### config.mk
export PLATFORM = sky130hd
export DESIGN_NAME = ttt_game_ctrl
export DESIGN_NICKNAME = d
export VERILOG_FILES = /design/src/rtl/ttt_game_ctrl.sv
export SDC_FILE = /design/constraint.sdc
export NUM_CORES = 1
export LEC_CHECK = 0
export BUFFER_PORTS_ARGS = -buffer_cell sky130_fd_sc_hd__buf_2
export CAP_MARGIN = 20
export CORE_MARGIN = 2
export CORE_UTILIZATION = 40
export CTS_BUF_LIST = sky130_fd_sc_hd__clkbuf_8
export CTS_CLUSTER_DIAMETER = 50
export DETAILED_ROUTE_END_ITERATION = 12
export GPL_TIMING_DRIVEN = 1
export MAX_ROUTING_LAYER = met4
export PLACE_DENSITY_LB_ADDON = 0.2
export SLEW_MARGIN = 20
export SYNTH_ARGS = -nofsm -noshare
export SYNTH_HDL_FRONTEND = slang
export SYNTH_SLANG_ARGS = --single-unit
### constraint.sdc
create_clock -name clk -period 4.1 [get_ports clk]
set_clock_uncertainty 0.1 [all_clocks]
set_input_delay 1.025 -clock clk [delete_from_list [all_inputs] [get_ports clk]]
set_output_delay 1.025 -clock clk [all_outputs]
set_load 0.02 [all_outputs]
### src/rtl/ttt_game_ctrl.sv
// -----------------------------------------------------------------------------
// ttt_game_ctrl
// Move controller for a tic-tac-toe board. It owns the 18-bit grid consumed
// by the pixel-sweep drawer, accepts one move request at a time, rejects
// illegal moves, places the current player's mark and then scans the eight
// win lines one per cycle to decide between win, draw and next turn.
//
// Parameters
//   FIRST_PLAYER  mark of the player moving first after reset/new game (01=X, 10=O)
//   NUM_CELLS     number of board cells (fixed at 9)
//
// Ports
//   clk         in   1   system clock
//   resetn      in   1   synchronous active-low reset
//   new_game    in   1   pulse: clear the board and restart (any state)
//   move_valid  in   1   pulse: move request, sampled only while waiting
//   move_cell   in   4   requested cell 0..8, row-major, 0 = top-left
//   grid        out  18  cell k in grid[17-2k:16-2k]; 00 empty, 01 X, 10 O, 11 highlight
//   turn        out  2   mark of the player to move
//   busy        out  1   placement/evaluation in progress, requests ignored
//   move_ack    out  1   pulse: move placed, no win/draw, turn passed on
//   move_err    out  1   pulse: move rejected
//   winner      out  2   00 none, 01 X, 10 O
//   game_over   out  1   game finished (win or draw)
//   draw        out  1   board full with no winner
//
// Build option
//   TTT_WIN_HIGHLIGHT_EN : when defined, a win costs one extra cycle in which
//   the three winning cells are rewritten to 2'b11 before the game is frozen.
// -----------------------------------------------------------------------------
module ttt_game_ctrl #(
    parameter logic [1:0] FIRST_PLAYER = 2'b01,
    parameter int         NUM_CELLS    = 9
) (
    input  logic        clk,
    input  logic        resetn,
    input  logic        new_game,
    input  logic        move_valid,
    input  logic [3:0]  move_cell,
    output logic [17:0] grid,
    output logic [1:0]  turn,
    output logic        busy,
    output logic        move_ack,
    output logic        move_err,
    output logic [1:0]  winner,
    output logic        game_over,
    output logic        draw
);

    localparam logic [3:0] LAST_CELL = 4'(NUM_CELLS - 1);
    localparam logic [3:0] MAX_CNT   = 4'(NUM_CELLS);

    typedef enum logic [2:0] {
        S_WAIT   = 3'd0,
        S_PLACE  = 3'd1,
        S_EVAL   = 3'd2,
        S_OVER   = 3'd3,
        S_HILITE = 3'd4
    } state_t;

    // Read the 2-bit mark of one cell; out-of-range cells read as empty.
    function automatic logic [1:0] cell_get(input logic [17:0] g, input logic [3:0] c);
        logic [1:0] v;
        case (c)
            4'd0:    v = g[17:16];
            4'd1:    v = g[15:14];
            4'd2:    v = g[13:12];
            4'd3:    v = g[11:10];
            4'd4:    v = g[9:8];
            4'd5:    v = g[7:6];
            4'd6:    v = g[5:4];
            4'd7:    v = g[3:2];
            4'd8:    v = g[1:0];
            default: v = 2'b00;
        endcase
        return v;
    endfunction

    // Return the grid with one cell overwritten by mark m.
    function automatic logic [17:0] cell_put(input logic [17:0] g, input logic [3:0] c,
                                             input logic [1:0] m);
        logic [17:0] r;
        r = g;
        case (c)
            4'd0:    r[17:16] = m;
            4'd1:    r[15:14] = m;
            4'd2:    r[13:12] = m;
            4'd3:    r[11:10] = m;
            4'd4:    r[9:8]   = m;
            4'd5:    r[7:6]   = m;
            4'd6:    r[5:4]   = m;
            4'd7:    r[3:2]   = m;
            4'd8:    r[1:0]   = m;
            default: r        = g;
        endcase
        return r;
    endfunction

    // Win-line table: three cell indices packed {a, b, c}, rows, columns, diagonals.
    function automatic logic [11:0] line_cells(input logic [2:0] idx);
        logic [11:0] l;
        case (idx)
            3'd0:    l = {4'd0, 4'd1, 4'd2};
            3'd1:    l = {4'd3, 4'd4, 4'd5};
            3'd2:    l = {4'd6, 4'd7, 4'd8};
            3'd3:    l = {4'd0, 4'd3, 4'd6};
            3'd4:    l = {4'd1, 4'd4, 4'd7};
            3'd5:    l = {4'd2, 4'd5, 4'd8};
            3'd6:    l = {4'd0, 4'd4, 4'd8};
            3'd7:    l = {4'd2, 4'd4, 4'd6};
            default: l = {4'd0, 4'd1, 4'd2};
        endcase
        return l;
    endfunction

    state_t      state_r, state_n;
    logic [17:0] grid_r, grid_n;
    logic [1:0]  turn_r, turn_n;
    logic [1:0]  winner_r, winner_n;
    logic        busy_r, busy_n;
    logic        ack_r, ack_n;
    logic        err_r, err_n;
    logic        game_over_r, game_over_n;
    logic        draw_r, draw_n;
    logic [3:0]  cnt_r, cnt_n;
    logic [2:0]  line_r, line_n;
    logic [3:0]  cell_r, cell_n;

    logic [11:0] line_s;
    logic [3:0]  la_s, lb_s, lc_s;
    logic        win_s;
    logic        legal_s;

    assign line_s  = line_cells(line_r);
    assign la_s    = line_s[11:8];
    assign lb_s    = line_s[7:4];
    assign lc_s    = line_s[3:0];
    // turn is never 00, so empty cells can never complete a line.
    assign win_s   = (cell_get(grid_r, la_s) == turn_r) &&
                     (cell_get(grid_r, lb_s) == turn_r) &&
                     (cell_get(grid_r, lc_s) == turn_r);
    assign legal_s = (move_cell <= LAST_CELL) && (cell_get(grid_r, move_cell) == 2'b00);

    // Next-state and next-output logic; new_game overrides everything else.
    always_comb begin
        state_n     = state_r;
        grid_n      = grid_r;
        turn_n      = turn_r;
        winner_n    = winner_r;
        ack_n       = 1'b0;
        err_n       = 1'b0;
        game_over_n = game_over_r;
        draw_n      = draw_r;
        cnt_n       = cnt_r;
        line_n      = line_r;
        cell_n      = cell_r;
        if (new_game) begin
            state_n     = S_WAIT;
            grid_n      = 18'd0;
            turn_n      = FIRST_PLAYER;
            winner_n    = 2'b00;
            game_over_n = 1'b0;
            draw_n      = 1'b0;
            cnt_n       = 4'd0;
            line_n      = 3'd0;
            cell_n      = 4'd0;
        end else begin
            case (state_r)
                S_WAIT: begin
                    if (move_valid) begin
                        if (legal_s) begin
                            cell_n  = move_cell;
                            state_n = S_PLACE;
                        end else begin
                            err_n = 1'b1;
                        end
                    end else begin
                        state_n = S_WAIT;
                    end
                end
                S_PLACE: begin
                    grid_n  = cell_put(grid_r, cell_r, turn_r);
                    cnt_n   = (cnt_r >= MAX_CNT) ? MAX_CNT : cnt_r + 4'd1;
                    line_n  = 3'd0;
                    state_n = S_EVAL;
                end
                S_EVAL: begin
                    if (win_s) begin
                        // line_r is left pointing at the winning line for the highlight pass.
                        winner_n    = turn_r;
                        game_over_n = 1'b1;
`ifdef TTT_WIN_HIGHLIGHT_EN
                        state_n     = S_HILITE;
`else
                        state_n     = S_OVER;
`endif
                    end else if (line_r == 3'd7) begin
                        if (cnt_r == MAX_CNT) begin
                            draw_n      = 1'b1;
                            game_over_n = 1'b1;
                            state_n     = S_OVER;
                        end else begin
                            turn_n  = (turn_r == 2'b01) ? 2'b10 : 2'b01;
                            ack_n   = 1'b1;
                            state_n = S_WAIT;
                        end
                    end else begin
                        line_n = line_r + 3'd1;
                    end
                end
`ifdef TTT_WIN_HIGHLIGHT_EN
                S_HILITE: begin
                    grid_n  = cell_put(cell_put(cell_put(grid_r, la_s, 2'b11),
                                                lb_s, 2'b11), lc_s, 2'b11);
                    state_n = S_OVER;
                end
`endif
                S_OVER: begin
                    if (move_valid) begin
                        err_n = 1'b1;
                    end else begin
                        err_n = 1'b0;
                    end
                end
                default: begin
                    state_n = S_WAIT;
                end
            endcase
        end
        busy_n = (state_n == S_PLACE) || (state_n == S_EVAL) || (state_n == S_HILITE);
    end

    // State and output registers with synchronous active-low reset.
    always_ff @(posedge clk) begin
        if (!resetn) begin
            state_r     <= S_WAIT;
            grid_r      <= 18'd0;
            turn_r      <= FIRST_PLAYER;
            winner_r    <= 2'b00;
            busy_r      <= 1'b0;
            ack_r       <= 1'b0;
            err_r       <= 1'b0;
            game_over_r <= 1'b0;
            draw_r      <= 1'b0;
            cnt_r       <= 4'd0;
            line_r      <= 3'd0;
            cell_r      <= 4'd0;
        end else begin
            state_r     <= state_n;
            grid_r      <= grid_n;
            turn_r      <= turn_n;
            winner_r    <= winner_n;
            busy_r      <= busy_n;
            ack_r       <= ack_n;
            err_r       <= err_n;
            game_over_r <= game_over_n;
            draw_r      <= draw_n;
            cnt_r       <= cnt_n;
            line_r      <= line_n;
            cell_r      <= cell_n;
        end
    end

    assign grid      = grid_r;
    assign turn      = turn_r;
    assign busy      = busy_r;
    assign move_ack  = ack_r;
    assign move_err  = err_r;
    assign winner    = winner_r;
    assign game_over = game_over_r;
    assign draw      = draw_r;

endmodule

; ---- Word-level counts from Yosys, hierarchy flattened
; Memories as Yosys holds them, arrays and structs flattened. A register that Yosys moved wholly into a read port is not among the register bits.
; Index checks and enable logic that the tools add are counted.
[op_classes]
n_addsub = 2
magnitude_cmp = 2
n_eq_ne = 54
muxes = 26
bitwise = 5
n_reduce_logical = 32
[ops]
columns = operator, count
row1 = equality test 4 x 3 -> 1 bit (second input constant), 20
row2 = case mux 2 bit (9 select lines), 4
row3 = equality test 4 x 2 -> 1 bit (second input constant), 10
row4 = 2-to-1 mux 3 bit, 9
row5 = equality test 4 bit (second input constant), 6
row6 = equality test 4 x 1 -> 1 bit (second input constant), 5
row7 = zero test 4 bit, 5
row8 = AND reduction 2 bit, 10
row9 = case mux 3 bit (4 select lines), 1
row10 = equality test 3 x 2 -> 1 bit (second input constant), 3
row11 = AND reduction 3 bit, 3
row12 = AND reduction 4 bit, 2
row13 = 2-to-1 mux 1 bit, 7
row14 = equality test 2 bit, 3
row15 = equality test 3 x 1 -> 1 bit (second input constant), 2
row16 = equality test 3 bit (second input constant), 2
row17 = case mux 3 bit (2 select lines), 1
row18 = nonzero test 2 bit, 3
row19 = NOT 1 bit, 5
row20 = OR reduction 5 bit, 1
row21 = adder 4 x 1 -> 4 bit (second input constant), 1
row22 = >= comparator 4 bit (second input constant), 1
row23 = less-or-equal comparator 4 bit (second input constant), 1
row24 = 2-to-1 mux 2 bit, 2
row25 = 10 further kinds, 14
[totals]
regBits = 41
rom_bits = 80
in_bits = 8
memories = 1
[mem_list]
columns = memory, words, word_bits, rd, rd_ports_with_merged_regs, wr, line_no
row1 = (no name shown), 8, 10, 1, 1, 0, 102  ; case (idx)

; ---- Longest topological paths before layout
; Gate-level depths: netlist of the first run.
[depth]
depth_word = 11
mapped_depth = 12
ltp_nobuf = 11

; ---- Least setup slack after synthesis of the first run
; OpenSTA, ideal clock, no wires.
[synth_timing]
kind = register to register
start = register grid_r[17] (netlist: grid[17])
end = register line_s[2] (netlist name)
arrival_ns = 2.941
slack_ns = 0.937
stages_incl_launch_ff = 10
n_path_buf = 0
synth_period_minus_slack_ns = 3.163
path_cell_list = dfxtp_1 > or3b_1 > a211oi_2 > o41ai_1 > or4_4 > a22oi_4 > nor3_4 > a32oi_1 > ha_1 > a221o_1
[synth_between]
elab_chain_len = 8
[synth_lines]
columns = element, line_no
row1 = start: declaration, 117  ; logic [17:0] grid_r, grid_n;
row2 = start signal: assignment, 250  ; grid_r <= grid_n;
row3 = case mux 2 bit (9 select lines), 64  ; case (c)
row4 = equality test 2 bit (on tied branches), "139, 140"
row5 = logical AND 1 bit, 139  ; assign win_s = (cell_get(grid_r, la_s) == turn_r) &&
row6 = logical AND 1 bit (*), 140  ; (cell_get(grid_r, lb_s) == turn_r) &&
row7 = != test 2 bit (no line) (*), n/a
row8 = AND reduction 3 bit (no line) (*), n/a
row9 = 2-to-1 mux 3 bit (no line) (*) (2 in series), n/a
; Every way passes the cells marked *; elsewhere a longest branch is shown, timed or not.
; A chain may end at the register's enable or synchronous reset.

; ---- Final worst setup path of the first run
[layout_timing]
start = register line_s[8] (netlist name)
end = register line_s[2] (netlist name)
[layout_between]
elab_chain_len = 9
[layout_lines]
columns = element, line_no
row1 = "equality test 4 bit, or another cell as far along", 64
row2 = case mux 2 bit (9 select lines) (*), 64
row3 = equality test 2 bit (*), 139
row4 = logical AND 1 bit (*), 139
row5 = logical AND 1 bit (*), 140
row6 = != test 2 bit (no line) (*), n/a
row7 = AND reduction 3 bit (no line) (*), n/a
row8 = 2-to-1 mux 3 bit (no line) (*) (2 in series), n/a
; Marks and branches as above.

==> results of run 1 <==
[routing by layer]
metal / global-route usage, % / vias up
met5: - / -
met2: 30.4 / 55
li1: - / 1183
met4: 5.17 / 0
met1: 25.5 / 1087
met3: 3.02 / 11
[cell usage after synthesis, drive strengths merged (4+ instances only)]
cell type and n:
mux2 5, nand3b 7, ha 9, nand3 10
and2 5, dfxtp 50, inv 16, nand2 23
nor2 50, nor3 9, buf 6, o21ai 11
clkbuf 11, mux4 5, a21oi 15, mux2i 30
nand4 5, a31oi 4
[power groups by stage]
stage / registers, mW / clock network, mW / logic (mW)
final: 0.489 / 0.362 / 0.0296
after global routing: 0.489 / 0.393 / 0.0333
after CTS: 0.489 / 0.372 / 0.0298
after detailed placement: 0.500 / 0 / 0.0297
after global placement: 0.500 / 0 / 0.0298
after floorplan: 0.500 / 0 / 0.0218
[cell type report]
type	instances	area, um2
well taps	96	120
flip-flops and latches	50	1000
clock buffers	5	68.8
repair buffers	35	178
fillers	656	3680
multi-input cells	235	1640
clock inverters	3	47.5
inverters	16	60.1
[how the worst min path moves through the flow]
| stage | slack [ps] | cells past startpoint | end |
|---|---|---|---|
| 2_1_floorplan | 340 | 1 | move_err$_SDFF_PP0_ |
| 3_3_place_gp | 330 | 2 | game_over$_SDFFE_PP0P_ |
| 3_5_place_dp | 350 | 2 | game_over$_SDFFE_PP0P_ |
| 4_1_cts | 370 | 2 | game_over$_SDFFE_PP0P_ |
| 5_1_grt | 400 | 2 | game_over$_SDFFE_PP0P_ |
| 6_report | 360 | 2 | game_over$_SDFFE_PP0P_ |
[worst register-to-register path, stage by stage (launching register included)]
cell and delay, ps:
dfxtp_1 730, mux4_1 640, o21a_1 200, a2111o_1 320, a22oi_4 310, nor3_4 90
a32oi_1 430, ha_1 370, a221o_1 330
[state kept, by name (all words and copies together), names as in the netlist]
name       flops
game_over      1
line_s         9
cnt_r          4
cell_r         4
move_ack       1
line_r         3
turn           2
draw           1
move_err       1
winner         2
busy           1
state_r        3
grid          18
[metrics by stage]
stage / setup slack, ps / power, mW / area [um2] / instances / utilization, %
6_report: 471 / 0.880 / 3110 / 440 / 45.8
5_1_grt: 279 / 0.916 / 3110 / 440 / 45.8
4_1_cts: 445 / 0.891 / 3110 / 440 / 45.8
3_5_place_dp: 467 / 0.530 / 2990 / 432 / 44.1
3_3_place_gp: 598 / 0.530 / 2990 / 432 / 44.1
2_1_floorplan: 937 / 0.522 / 2810 / 318 / -
[logic make-up after synthesis]
group / synth area share (%)
AOI/OAI and AO/OA: 13.7
other: 0.133
adders and majority gates: 4.01
DFF: 35.6
and+or+nand+nor: 23.0
buffers and inverters: 6.23
xor gates and xnor gates: 0.312
muxes: 17.1
==> out/qor.yml, run 1 <==
status:
  outcome: "finished, final reports clean"
synth:
  primary_flip_flop_cell_chosen_by_synthesis_mapping: "dfxtp_1"
  ys_top_cells_by_area: "dfxtp_1 36%, mux2i_1 11%, nor2_1 6.7%"
  synth_fp_nets: 335
  synthDominantAreaCellType: "dfxtp_1"
  yosysWarningCount: 0
  synth_top_area_share_pct: 35.6
  ys_seq_area_share_pct: 35.6
  synthArstFlopShare_pct: 0
  ys_ff_latch: 50
  synth_area_um2: 2810
  synthesis.instances: 318
  synthDistinctLibCells: 60
  synth_enable_flop_cells: 0
  synthesis.area_per_instance_um2: 8.84
layout:
  finish.net_count: 360
  antennaDiodeCount: 0
  final_cell_mix: "50 x nor2_1, 50 x dfxtp_1, 34 x buf_2"
  area_delta_synth_final_pct: 10.6
  drive_above_1_share_pct: 17.4
worst_setup_path:
  critical_path_peak_fanout: 14
  cp_top_family: "compound AO/OA/AOI/OAI gates"
  worstSetupPathType: "reg2reg"
  cell_depth_of_the_worst_flop_to_flop_path: 8
  crit_path_start: "line_s[8]$_DFF_P_"
  startpoint_of_the_lowest_slack_register_to_register_path: "line_s[8]$_DFF_P_"
  r2r_setup_slack_ps: 470
  endpoint_kind: "flop"
  crit_path_end: "line_s[2]$_DFF_P_"
  worstPathBufferInverterCount: 0
  setup.worst_path.start_class: "flop"
  critical_path.reg2reg.endpoint: "line_s[2]$_DFF_P_"
  worst_path_max_delay_cell: "dfxtp_1"
  critical-path-max-stage-delay_ps: 730
  worstPathRequired_ps: 4200
  worst_ep_arrival_time_ps: 3720
  crit_cells: 8
  crit_path_cell_trace: "mux4_1, o21a_1, a2111o_1, a22oi_4, nor3_4, a32oi_1, ha_1, a221o_1"
power_and_ir_drop:
  clock_power_share_pct: 41.1
  switching_share_pct: 22.5
  p_int_uw: 682
  cellLeakagePower_nw: 1.21
  p_sw_uw: 198
  share_seq_of_total_power_pct: 55.5
  power-per-cell-area_nw_per_um2: 283
  peakVddDrop_mv: 0.124
  power.combinational.fraction_pct: 3.4
worst_hold_path:
  min_path_type: "reg2reg"
  hold_start: "game_over$_SDFFE_PP0P_"
sta:
  clock_period_minus_final_worst_setup_slack_ps: 3630
  timing.final.crit_share_pct: 88.5
  timing.final.hold_violations: 0
  total_count_of_max_transition_violations_in_the_final_report: 0
  setup_viol: 0
  maxSlewHeadroom_pct: 52.9
  maxClockFrequency_mhz: 276
  tns_ps: 0
  timing_worst_slew_pin_value_ps: 701
  grt_setup_unrepaired: "false"
  worst_hold_slack_ps: 362
clock_network:
  cts_sinks: 50
  cts.htree.levels: 2
  cts_setup_buffers: 0
  max-clock-path-buffers: 2
  cts-buffers-inserted: 5
  cts-resized-gates: 0
  root_buffer: "clkbuf_8"
  clkSlewWorstSetupHoldPaths_ps: 100
  worst_skew_pair.late_latency_ps: 310
  postCtsHoldBufs: 0
  tritoncts: "built"
placed_design:
  gp_congestion: 0.885
  hpwl_mm: 5.02
  place.port_buffers: 34
floorplan:
  fp.dieH_um: 87.8
  design.portCount: 35
  core.rowCount: 30
  initial_utilization_pct: 41.4
  core_area_um2: 6790
  die_width_um: 87.8
  fp.dieArea_um2: 7710
route:
  dr.first_iter.drc_count: 174
  met3_wirelength_um: 326
  wl_mm: 6.75
  wl_met1_mm: 3.14
  vias_per_cell: 5.31
  maxUsedRoutingLayer: "met4"
  vias: 2336
  firstDrtPassIters: 4
  antenna_violating_nets_post_route: 0
  wl_per_cell_um: 15.3
  wl_met2_mm: 3.18
  detail_route.drc_violations: 0
job:
  cap_violations: 0
global_routing:
  grt_start_max_net_pins: 35
  antenna_found_initial: 0
  grt_util_all_layers_pct: 19.2
  gr-total-overflow: 0
  number_of_global_route_vias_before_repair: 2175
  wire_length_of_the_first_global_routing_pass_mm: 11.2
(Power assumes the default switching activity.)
==> run 2: changes to the inputs <==
--- a/config.mk
+++ b/config.mk
@@ -14,8 +14,7 @@
 export DETAILED_ROUTE_END_ITERATION = 12
 export GPL_TIMING_DRIVEN = 1
 export MAX_ROUTING_LAYER = met4
-export PLACE_DENSITY_LB_ADDON = 0.2
-export SLEW_MARGIN = 20
+export PLACE_DENSITY_LB_ADDON = 0.3
 export SYNTH_ARGS = -nofsm -noshare
 export SYNTH_HDL_FRONTEND = slang
 export SYNTH_SLANG_ARGS = --single-unit
==> run 2 against run 1 <==
Against the previous run:
- fmax is 1.5% higher
- power is 4.9% lower
- sequential share of layout area is 0.12 points higher
- design area is 0.36% lower
- non-clock buffer count stayed put
- final cell count stayed put
- utilization is 0.17 points lower
- first-iteration DRC count is 4.6% higher
- critical path type unchanged
- critical endpoint unchanged
- largest cell class unchanged
==> out/qor.yml, run 2 (synthesis results as in run 1) <==
status:
  outcome: "finished, final reports clean"  # unchanged
worst_setup_path:
  setup.worst_path.start_class: "flop"  # unchanged
  cell_depth_of_the_worst_flop_to_flop_path: 8  # unchanged
  critical_path.reg2reg.endpoint: "line_s[2]$_DFF_P_"  # unchanged
  worstSetupPathType: "reg2reg"  # unchanged
  worstPathRequired_ps: 4200  # about the same
  critical_path_peak_fanout: 14  # unchanged
  r2r_setup_slack_ps: 520  # was 470 ps
  worst_ep_arrival_time_ps: 3670  # was 3720 ps
  endpoint_kind: "flop"  # unchanged
  startpoint_of_the_lowest_slack_register_to_register_path: "line_s[8]$_DFF_P_"  # unchanged
clock_network:
  worst_skew_pair.late_latency_ps: 300  # was 310 ps
  clkSlewWorstSetupHoldPaths_ps: 80  # was 100 ps
  postCtsHoldBufs: 0  # unchanged
  cts-resized-gates: 0  # unchanged
  root_buffer: "clkbuf_8"  # unchanged
  tritoncts: "built"  # unchanged
  cts-buffers-inserted: 5  # unchanged
  cts_setup_buffers: 0  # unchanged
  max-clock-path-buffers: 2  # unchanged
  cts.htree.levels: 2  # unchanged
  cts_sinks: 50  # unchanged
route:
  wl_mm: 6.65  # was 6.75 mm
  firstDrtPassIters: 4  # unchanged
  antenna_violating_nets_post_route: 0  # unchanged
  dr.first_iter.drc_count: 182  # was 174
  wl_per_cell_um: 15.1  # was 15.3 um
  vias_per_cell: 5.38  # was 5.31
  vias: 2365  # was 2336
  detail_route.drc_violations: 0  # unchanged
layout:
  stdcell_count: 440  # unchanged
  antennaDiodeCount: 0  # unchanged
  finish.net_count: 360  # unchanged
  num-fill-cells: 678  # was 656
  final_cell_mix: "50 x nor2_1, 50 x dfxtp_1, 34 x buf_2"  # unchanged
  drive_above_1_share_pct: 17.4  # unchanged
  finalInstanceArea_um2: 3100  # was 3110 um2
  area_delta_synth_final_pct: 10.2  # was 10.6%
  flip_flop_count_of_the_largest_register_all_copies_and_words_added: 18  # unchanged
sta:
  grt_setup_unrepaired: "false"  # unchanged
  maxSlewHeadroom_pct: 54.5  # was 52.9%
  worst_hold_slack_ps: 355  # was 362 ps
  total_count_of_max_transition_violations_in_the_final_report: 0  # unchanged
  clock_period_minus_final_worst_setup_slack_ps: 3580  # was 3630 ps
  timing.final.crit_share_pct: 87.2  # was 88.5%
  timing.final.hold_violations: 0  # unchanged
  tns_ps: 0  # unchanged
  maxClockFrequency_mhz: 280  # was 276 MHz
  setup_viol: 0  # unchanged
  timing_worst_slew_pin_value_ps: 676  # was 701 ps
placed_design:
  gp_congestion: 0.979  # was 0.885
  hpwl_mm: 4.81  # was 5.02 mm
  place.port_buffers: 34  # unchanged
  place.detailed.instances: 432  # unchanged
  dpl-instance-area_um2: 2990  # unchanged
worst_hold_path:
  min_path_type: "reg2reg"  # unchanged
  hold_start: "game_over$_SDFFE_PP0P_"  # unchanged
  worst_hold_path.endpoint: "game_over$_SDFFE_PP0P_"  # unchanged
  hold-path-cell-count: 2  # unchanged
global_routing:
  grt_start_max_net_pins: 35  # unchanged
  gr-total-overflow: 0  # unchanged
  wire_length_of_the_first_global_routing_pass_mm: 10.8  # was 11.2 mm
  grt_util_all_layers_pct: 18.8  # was 19.2%
  number_of_global_route_vias_before_repair: 2158  # was 2175
  antenna_found_initial: 0  # unchanged
power_and_ir_drop:
  cellLeakagePower_nw: 1.21  # about the same
  post-layout-total-power_uw: 837  # was 880 uW
  power-per-cell-area_nw_per_um2: 270  # was 283 nW/um2
  peakVddDrop_mv: 0.145  # was 0.124 mV
floorplan:
  core_area_um2: 6790  # unchanged
  fp.dieH_um: 87.8  # unchanged
  die_width_um: 87.8  # unchanged
  design.portCount: 35  # unchanged
  core.rowCount: 30  # unchanged
  fp.dieArea_um2: 7710  # unchanged
  initial_utilization_pct: 41.4  # unchanged
job:
  cap_violations: 0  # unchanged
==> run 2: cell type report <==
| cell class | instances | area, um2 | area share (%) |
|---|---|---|---|
| clock inverter | 1 | 8.76 | 0.283 |
| sequential | 50 | 1000 | 32.3 |
| multi-input combinational | 235 | 1640 | 52.8 |
| timing repair buffer | 35 | 178 | 5.73 |
| clock buffer | 7 | 96.3 | 3.11 |
| tap | 96 | 120 | 3.88 |
| inverter | 16 | 60.1 | 1.94 |
==> run 2: routing by layer <==
layer / vias up / routed length [um] / GRT usage (%) / part of all wire [%]
met5: - / 0 / - / 0
met4: 0 / 106 / 5.17 / 1.6
met3: 9 / 340 / 4.05 / 5.1
met2: 73 / 3010 / 29.4 / 45
met1: 1097 / 3200 / 24.7 / 48
li1: 1186 / - / - / -
==> run 2: power breakdown <==
group,switching [mW],leakage [nW],internal [mW]
Combinational,0.0196,0.748,0.00987
Clock,0.164,0.0544,0.155
Sequential,0.00185,0.403,0.487
Total,0.186,1.21,0.651
==> run 2: worst max-delay path by stage <==
stage / startpoint / end / slack, ps / cells after the start
after floorplan: grid[17]$_SDFFE_PP0P_ / line_s[2]$_DFF_P_ / 940 / 9
after global placement: line_s[8]$_DFF_P_ / line_s[2]$_DFF_P_ / 610 / 8
after detailed placement: line_s[8]$_DFF_P_ / line_s[2]$_DFF_P_ / 510 / 8
after CTS: line_s[8]$_DFF_P_ / line_s[2]$_DFF_P_ / 490 / 8
after global routing: line_s[8]$_DFF_P_ / line_s[2]$_DFF_P_ / 330 / 8
final: line_s[8]$_DFF_P_ / line_s[2]$_DFF_P_ / 520 / 8
==> run 2: stage by stage <==
stage | setup slack (ps) | util [%]
after detailed placement | 515 | 44.1
after global routing | 330 | 45.6
final | 525 | 45.6
after global placement | 611 | 44.1
after CTS | 492 | 45.6
after floorplan | 937 | -
==> run 2: critical path, stage by stage, from the launching register on <==
cell      delay [ps]
dfxtp_1          710
mux4_1           620
o21a_1           190
a2111o_1         320
a22oi_4          300
nor3_4            90
a32oi_1          440
ha_1             370
a221o_1          330
==> run 3: changes to the inputs <==
--- a/config.mk
+++ b/config.mk
@@ -15,6 +15,7 @@
 export GPL_TIMING_DRIVEN = 1
 export MAX_ROUTING_LAYER = met4
 export PLACE_DENSITY_LB_ADDON = 0.3
+export RECOVER_POWER = 50
 export SYNTH_ARGS = -nofsm -noshare
 export SYNTH_HDL_FRONTEND = slang
 export SYNTH_SLANG_ARGS = --single-unit
==> constraint.sdc (replaced) <==
create_clock -name clk -period 3.55 [get_ports clk]
set_clock_uncertainty 0.1 [all_clocks]
set_input_delay 0.8875 -clock clk [delete_from_list [all_inputs] [get_ports clk]]
set_output_delay 0.8875 -clock clk [all_outputs]
set_load 0.02 [all_outputs]
==> run 3 against run 2 <==
Against the previous run:
- utilization is 0.39 points higher
- non-clock buffer count is 6 higher
- via count is 3.7% higher
- clock power is 32% higher
- first-iteration DRC count stayed put
- global-route usage is 0.13 points higher
- critical path depth is 2 higher
- sequential power is 15% higher
- die area stayed put
- sequential cell count stayed put
- design area is 0.85% higher
- critical path type unchanged
- largest cell class unchanged
==> out/qor.yml, run 3 (synthesis results as in run 1) <==
floorplan:
  fp.dieH_um: 87.8  # unchanged
  design.portCount: 35  # unchanged
  initial_utilization_pct: 41.4  # unchanged
  core_area_um2: 6790  # unchanged
  die_width_um: 87.8  # unchanged
  core.rowCount: 30  # unchanged
  fp.dieArea_um2: 7710  # unchanged
clock_network:
  cts-buffers-inserted: 5  # unchanged
  clkSlewWorstSetupHoldPaths_ps: 100  # was 80 ps
  tritoncts: "built"  # unchanged
  postCtsHoldBufs: 0  # unchanged
  cts_setup_buffers: 0  # unchanged
  cts.htree.levels: 2  # unchanged
  cts_sinks: 50  # unchanged
  root_buffer: "clkbuf_8"  # unchanged
  cts-resized-gates: 0  # unchanged
  max-clock-path-buffers: 2  # unchanged
  worst_skew_pair.late_latency_ps: 310  # was 300 ps
global_routing:
  wire_length_of_the_first_global_routing_pass_mm: 11.2  # was 10.8 mm
  gr-total-overflow: 0  # unchanged
  number_of_global_route_vias_before_repair: 2262  # was 2158
  grt_util_all_layers_pct: 19.0  # was 18.8%
  grt_start_max_net_pins: 35  # unchanged
  antenna_found_initial: 0  # unchanged
route:
  vias_per_cell: 5.50  # was 5.38
  wl_mm: 6.85  # was 6.65 mm
  wl_per_cell_um: 15.3  # was 15.1 um
  detail_route.drc_violations: 0  # unchanged
  dr.first_iter.drc_count: 182  # unchanged
  antenna_violating_nets_post_route: 0  # unchanged
  vias: 2452  # was 2365
  firstDrtPassIters: 4  # unchanged
layout:
  finish.net_count: 366  # was 360
  final_cell_mix: "50 x nor2_1, 49 x dfxtp_1, 30 x mux2i_1"  # was 50 x nor2_1, 50 x dfxtp_1, 34 x buf_2
  multi_input_gate_area_in_the_final_layout_um2: 1640  # unchanged
  regArea_um2: 1000  # about the same
  final_core_util_pct: 46.0  # was 45.6%
  flip_flop_count_of_the_largest_register_all_copies_and_words_added: 18  # unchanged
  drive_above_1_share_pct: 12.3  # was 17.4%
  stdcell_count: 446  # was 440
  final_common_cell: "nor2_1"
  antennaDiodeCount: 0  # unchanged
  finalInstanceArea_um2: 3130  # was 3100 um2
  area_delta_synth_final_pct: 11.2  # was 10.2%
  num-fill-cells: 679  # was 678
sta:
  maxSlewHeadroom_pct: 0.803  # was 54.5%
  grt_setup_unrepaired: "false"  # unchanged
  finalWorstSetupSlack_ps: 279  # was 525 ps
  worst_hold_slack_ps: 353  # was 355 ps
  timing.final.hold_violations: 0  # unchanged
  total_count_of_max_transition_violations_in_the_final_report: 0  # unchanged
  maxClockFrequency_mhz: 306  # was 280 MHz
  timing.final.crit_share_pct: 92.1  # was 87.2%
  clock_period_minus_final_worst_setup_slack_ps: 3270  # was 3580 ps
  setup_viol: 0  # unchanged
  tns_ps: 0  # unchanged
  timing_worst_slew_pin_value_ps: 1490  # was 676 ps
power_and_ir_drop:
  peakVddDrop_mv: 0.144  # was 0.145 mV
  power-per-cell-area_nw_per_um2: 326  # was 270 nW/um2
  cellLeakagePower_nw: 1.13  # was 1.21 nW
  post-layout-total-power_mw: 1.02  # was 837 uW
placed_design:
  place.port_buffers: 34  # unchanged
  hpwl_mm: 5.11  # was 4.81 mm
  dpl-instance-area_um2: 3040  # was 2990 um2
  gp_congestion: 0.879  # was 0.979
  place.detailed.instances: 438  # was 432
  post-place-ws_ps: 256  # was 515 ps
worst_setup_path:
  endpoint_kind: "flop"  # unchanged
  setup.worst_path.start_class: "flop"  # unchanged
  worst_ep_arrival_time_ps: 3370  # was 3670 ps
  critical_path_peak_fanout: 7  # was 14
  worstPathRequired_ps: 3650  # was 4200 ps
  worstSetupPathType: "reg2reg"  # unchanged
worst_hold_path:
  min_path_type: "reg2reg"  # unchanged
status:
  outcome: "finished, final reports clean"  # unchanged
job:
  cap_violations: 0  # unchanged
[run 3: worst max-delay path, stage by stage, from the launching register on]
cell	delay, ps
dfxtp_1	530
mux2_2	380
a31oi_1	160
o211ai_1	140
a2111o_1	440
a22oi_4	320
a21o_2	220
nand3_1	120
nand2_1	150
ha_1	280
a221o_1	330
[run 3: cell type report]
| type | count | area share, % |
|---|---|---|
| Inverter | 16 | 1.92 |
| Multi-Input combinational cell | 235 | 52.3 |
| Sequential cell | 50 | 32.1 |
| Clock inverter | 3 | 1.56 |
| Timing Repair Buffer | 41 | 6.08 |
| Clock buffer | 5 | 2.20 |
| Tap cell | 96 | 3.84 |
[run 3: routing by layer]
| layer | vias up | wire length, um | GRT usage (%) |
|---|---|---|---|
| met3 | 18 | 315 | 3.39 |
| met4 | 0 | 173 | 8.11 |
| met2 | 86 | 3100 | 29.8 |
| met1 | 1149 | 3260 | 23.9 |
| met5 | - | 0 | - |
| li1 | 1199 | - | - |
[run 3: path summary, 6_finish.rpt]
kind / startpoint / endpoint / slack, ps / cells after the start
worst max register to register: line_s[4]$_DFF_P_ / line_s[2]$_DFF_P_ / 280 / 10
worst min register to register: game_over$_SDFFE_PP0P_ / game_over$_SDFFE_PP0P_ / 350 / 2
worst min-delay path: game_over$_SDFFE_PP0P_ / game_over$_SDFFE_PP0P_ / 350 / 2
worst max-delay path: line_s[4]$_DFF_P_ / line_s[2]$_DFF_P_ / 280 / 10
[run 3: power by group]
group / leakage, nW / total (mW) / internal, mW / switching (mW)
Combinational: 0.674 / 0.0339 / 0.0108 / 0.0230
Clock: 0.0563 / 0.422 / 0.215 / 0.207
Sequential: 0.404 / 0.564 / 0.562 / 0.00215
Total: 1.13 / 1.02 / 0.788 / 0.232
